--- config.mk ---
export PLATFORM = sky130hd
export DESIGN_NAME = mr3_request_unit
export DESIGN_NICKNAME = d
export VERILOG_FILES = /design/src/rtl/mr3_request_unit.sv
export SDC_FILE = /design/constraint.sdc
export NUM_CORES = 1
export LEC_CHECK = 0
export CAP_MARGIN = 20
export CELL_PAD_IN_SITES_DETAIL_PLACEMENT = 0
export CELL_PAD_IN_SITES_GLOBAL_PLACEMENT = 1
export CORE_MARGIN = 1.5
export CORE_UTILIZATION = 50
export CTS_BUF_LIST = sky130_fd_sc_hd__clkbuf_16
export CTS_CLUSTER_SIZE = 40
export DETAILED_ROUTE_END_ITERATION = 12
export DONT_BUFFER_PORTS = 1
export PLACE_DENSITY_LB_ADDON = 0.1
export SLEW_MARGIN = 10
export SYNTH_ARGS = -nofsm -noshare
export SYNTH_HDL_FRONTEND = slang
export SYNTH_SLANG_ARGS = --single-unit
--- constraint.sdc ---
create_clock -name clk -period 3.25 [get_ports clk]
set_clock_uncertainty 0.1 [all_clocks]
set_input_delay 0.65 -clock clk [delete_from_list [all_inputs] [get_ports clk]]
set_output_delay 0.65 -clock clk [all_outputs]
set_load 0.02 [all_outputs]
--- src/rtl/mr3_request_unit.sv ---
// MR3 pedestrian request unit: synchronizes and debounces the push-button, holds
// mr3_spot between MIN_HOLD and MAX_HOLD cycles, then enforces a cooldown.
module mr3_request_unit #(
    parameter int unsigned DEBOUNCE_CYCLES = 4,
    parameter int unsigned MIN_HOLD        = 8,
    parameter int unsigned MAX_HOLD        = 64,
    parameter int unsigned COOLDOWN        = 16
) (
    input  logic clk,
    input  logic reset,
    input  logic button_raw,
    input  logic green_road1,
    output logic mr3_spot,
    output logic request_pending,
    output logic served_pulse,
    output logic timeout_pulse
);

    localparam int unsigned TOP_A   = (MAX_HOLD > DEBOUNCE_CYCLES) ? MAX_HOLD : DEBOUNCE_CYCLES;
    localparam int unsigned CNT_TOP = (TOP_A > COOLDOWN) ? TOP_A : COOLDOWN;
    localparam int unsigned CW      = (CNT_TOP > 1) ? $clog2(CNT_TOP) : 1;

    typedef logic [CW-1:0] cnt_t;

    localparam cnt_t DEB_LAST = cnt_t'(DEBOUNCE_CYCLES - 1);
    localparam cnt_t MIN_LAST = cnt_t'(MIN_HOLD - 1);
    localparam cnt_t MAX_LAST = cnt_t'(MAX_HOLD - 1);
    localparam cnt_t CD_LAST  = cnt_t'(COOLDOWN - 1);
    localparam cnt_t CNT_SAT  = cnt_t'(CNT_TOP - 1);

    typedef enum logic [1:0] {
        ST_IDLE,
        ST_DEBOUNCE,
        ST_ASSERT,
        ST_COOLDOWN
    } state_t;

    state_t     state, state_n;
    cnt_t       cnt, cnt_n;
    logic [1:0] sync_q;
    logic       btn_s;
    logic       green_seen, green_seen_n;
    logic       served_q, served_n;
    logic       timeout_q, timeout_n;
    logic       green_any;

    assign btn_s     = sync_q[1];
    assign green_any = green_seen | green_road1;

    always_ff @(posedge clk or negedge reset) begin
        if (!reset) begin
            sync_q     <= '0;
            state      <= ST_IDLE;
            cnt        <= '0;
            green_seen <= 1'b0;
            served_q   <= 1'b0;
            timeout_q  <= 1'b0;
        end else begin
            sync_q     <= {sync_q[0], button_raw};
            state      <= state_n;
            cnt        <= cnt_n;
            green_seen <= green_seen_n;
            served_q   <= served_n;
            timeout_q  <= timeout_n;
        end
    end

    // One shared counter serves debounce, hold and cooldown; it restarts on every state entry.
    always_comb begin
        state_n      = state;
        cnt_n        = (cnt == CNT_SAT) ? cnt : cnt + cnt_t'(1);
        green_seen_n = green_seen;
        served_n     = 1'b0;
        timeout_n    = 1'b0;
        case (state)
            ST_IDLE: begin
                cnt_n        = '0;
                green_seen_n = 1'b0;
                if (btn_s) state_n = ST_DEBOUNCE;
            end
            ST_DEBOUNCE: begin
                if (!btn_s) begin
                    state_n = ST_IDLE;
                    cnt_n   = '0;
                end else if (cnt >= DEB_LAST) begin
                    state_n      = ST_ASSERT;
                    cnt_n        = '0;
                    green_seen_n = 1'b0;
                end
            end
            ST_ASSERT: begin
                green_seen_n = green_any;
                // Service wins over expiry when green arrives on the last hold cycle.
                if (green_any && cnt >= MIN_LAST) begin
                    state_n  = ST_COOLDOWN;
                    cnt_n    = '0;
                    served_n = 1'b1;
                end else if (cnt >= MAX_LAST) begin
                    state_n   = ST_COOLDOWN;
                    cnt_n     = '0;
                    timeout_n = 1'b1;
                end
            end
            ST_COOLDOWN: begin
                green_seen_n = 1'b0;
                if (cnt >= CD_LAST && !btn_s) begin
                    state_n = ST_IDLE;
                    cnt_n   = '0;
                end
            end
            default: begin
                state_n = ST_IDLE;
                cnt_n   = '0;
            end
        endcase
    end

    assign mr3_spot        = (state == ST_ASSERT);
    assign request_pending = (state == ST_DEBOUNCE) || (state == ST_ASSERT);
    assign served_pulse    = served_q;
    assign timeout_pulse   = timeout_q;

endmodule

==> results.md <==
* Max_slew headroom at 61.0%
* Max Cap Viol at 0
* Die area at 1790 um2
* Initial detailed-routing violation count at 9
* Vias in the first global route at 577
* Buffers on Ports at 0
* Synth cell count leaders: dfrtp_1 (13), ha_1 (7), nor2_1 (7)
* Routability Congestion at 0.750
* Pin count of the biggest net entering global routing at 14
* ANT cells at 0
* Seq/Total Area, Yosys at 42.0%
* Flops & latches, synth at 13
* Cell leakage power at 0.386 nW
* Post-DR wirelength/cell at 15.6 um
* Complex-gate fraction of the synthesized area at 12.9%
* Synth Flop Type: dfrtp_1
* Post-CTS Resized at 0
* Mean Syn Cell Area at 10.6 um2
* Synthesized cell area at 774 um2
* EDFF count, synth at 0
* Synth Area in Adders at 11.3%
* Critical path fanouts, max at 6
* Final Cycle Share at 61.5%
* Layout cells sized above 1 at 15.8%
* Critical Path Start Type: register
* Vias at 540
* Detailed Place HPWL at 993 um
* Maximum vdd drop at 482 uV
* Setup TNS at 0 ns
* Final hold viol count at 0
* Mapped Cells at 73
* First-pass GRT wire length at 2.58 mm
* Worst Max-Slew Pin Slew at 0.582 ns
* Aggregate global routing overflow at 0
* RSZ-0062 raised after global routing: no
* Synth Warn # at 0
* CTS H-Tree Depth at 1
* Max-slew violation total from the final report at 0
* Multiplexer area fraction after synthesis at 2.58%
* DR WL met2 at 672 um
* TritonRoute pass-1 iters at 4
* Gr usage total at 20.5%
* Core Area at 1470 um2
* Met3 wire len at 42 um
* Skew-Pair Late Insertion Delay at 0.24 ns
* Initial antenna violation count at 0
* CTS tree: built
* Pwr Density at 831 nW/um2
* Clock Path Buffers at 2
* Post-DP Area at 778 um2
* DRT antenna net count at 0
* Max Freq at 500 MHz
* Root Buffer Master: clkbuf_16
* Final setup fails at 0
* Via density at 5.87
* Setup crit end kind: register
* Ports at 8
* Period minus WS final at 2.00 ns
* Clk sinks at 13
* Die Ht at 42.4 um
* Netlist cell types at 30
* DR top layer: met4
* Crit Path Category: reg2reg
* Biggest area consumer among synthesized cells: dfrtp_1
* Synth Area in Simple Gates at 26.0%
* Critical Path RT at 3.31 ns
* Num CTS Buffers at 3
* CTS clock-pin slew for the worst setup and hold paths at 0.04 ns
* Met1 WL at 687 um
* Status: complete, no violations
* Hold crit path type: reg2reg
* Layout area overhead at 12.0%
* Critical path arrival at 2.06 ns
* Area fraction of the dominant cell type after synthesis at 42.0%
* Largest family of logic cells by synthesized area: simple AND/OR/NAND/NOR gates
* Die W at 42.4 um
* Nets at 88
* XOR/XNOR Fraction of Synth Area at 1.13%
* Routed WL at 1.44 mm
* Initial Util at 52.6%
* Largest cells by area after synthesis: dfrtp_1 (42%), ha_1 (11%), nor3_2 (3.9%), nor2_1 (3.4%), o311ai_4 (3.4%)
* Finished Cell Area at 867 um2
* Row count at 14
* Syn Nets at 84
* Remaining DRCs at 0
* Async S/R FF share, synth at 100%
* Most common cell in the netlist: dfrtp_1
-- layer usage --
metal	track usage, %	up-vias
li1	-	266
met1	26.3	256
met2	30.5	14
met3	3.88	4
met4	15.0	0
met5	0	-
-- final timing paths --
check                               start        end  slack, ns  cells past startpoint
worst max-delay path             state[0]     cnt[3]       1.25                      6
worst min-delay path            sync_q[0]  sync_q[1]       0.25                      0
worst max register to register   state[0]     cnt[3]       1.25                      6
worst min register to register  sync_q[0]  sync_q[1]       0.25                      0
max in group asynchronous           reset     cnt[2]       1.92                      1
min in group asynchronous           reset     cnt[4]       0.75                      1
-- placed cells by master, fill, tap and decap left out, types with 2 or more instances in the layout --
| master | instances |
|---|---|
| mux2i_1 | 2 |
| dfrtp_1 | 13 |
| nand3_1 | 3 |
| nor4_1 | 2 |
| o21ai_0 | 2 |
| clkbuf_16 | 3 |
| nor2_1 | 7 |
| a31oi_1 | 2 |
| nand2_1 | 3 |
| nor3b_1 | 3 |
| ha_1 | 7 |
| a21oi_1 | 4 |
| nor3_1 | 2 |
| inv_1 | 5 |
| nor3_2 | 3 |
-- flip-flops by register name, summed over array words and instances (netlist names), named ones only --
name and cells:
cnt 6, sync_q 2, green_seen 1, served_pulse 1, state 1, timeout_pulse 1
-- cells by family after synthesis --
kind of cell             count (synthesis)
AO/OA/AOI/OAI                           13
XOR/XNOR                                 1
adder cells (fa/ha/maj)                  7
buffers and inverters                    6
flip-flops                              13
multiplexers                             2
AND/OR/NAND/NOR                         31
-- layout make-up --
type | count | area (um2)
inverter | 4 | 15.0
clock buffer | 3 | 75.1
tap | 16 | 20.0
timing repair buffer | 1 | 10.0
fill | 145 | 604
multi-input combinational | 54 | 418
sequential | 13 | 325
clock inverter | 1 | 3.75
-- report_power, final --
part / switching [mW] / total, mW / internal [mW]
combinational: 0.169 / 0.281 / 0.112
clock: 0.0657 / 0.228 / 0.162
sequential: 0.0226 / 0.212 / 0.189
-- what timing repair did --
| item | CTS | global route |
|---|---|---|
| hold endpoints to repair | 13 | 0 |
| hold buffers | 1 | 0 |
| buffers inserted | 0 | 0 |
-- worst max-delay path: stages (launching register included) --
cell and delay [ns]:
dfrtp_1 0.39, inv_1 0.17, ha_1 0.36, inv_1 0.17, o311ai_4 0.41, nand2b_4 0.13, nor3_2 0.19
-- metrics by stage --
step                      hold slack [ns]  util [%]  instances  total power [mW]  setup WS, ns
after global placement              0.245      52.9         87             0.479          1.32
after floorplan                     0.231         -         73             0.435          1.47
after detailed placement            0.240      52.9         87             0.478          1.30
after global routing                0.263      58.9         92             0.761          1.12
final                               0.247      58.9         92             0.721          1.25
after CTS                           0.249      58.9         92             0.727          1.25
Power figures use the tool's default switching activity.
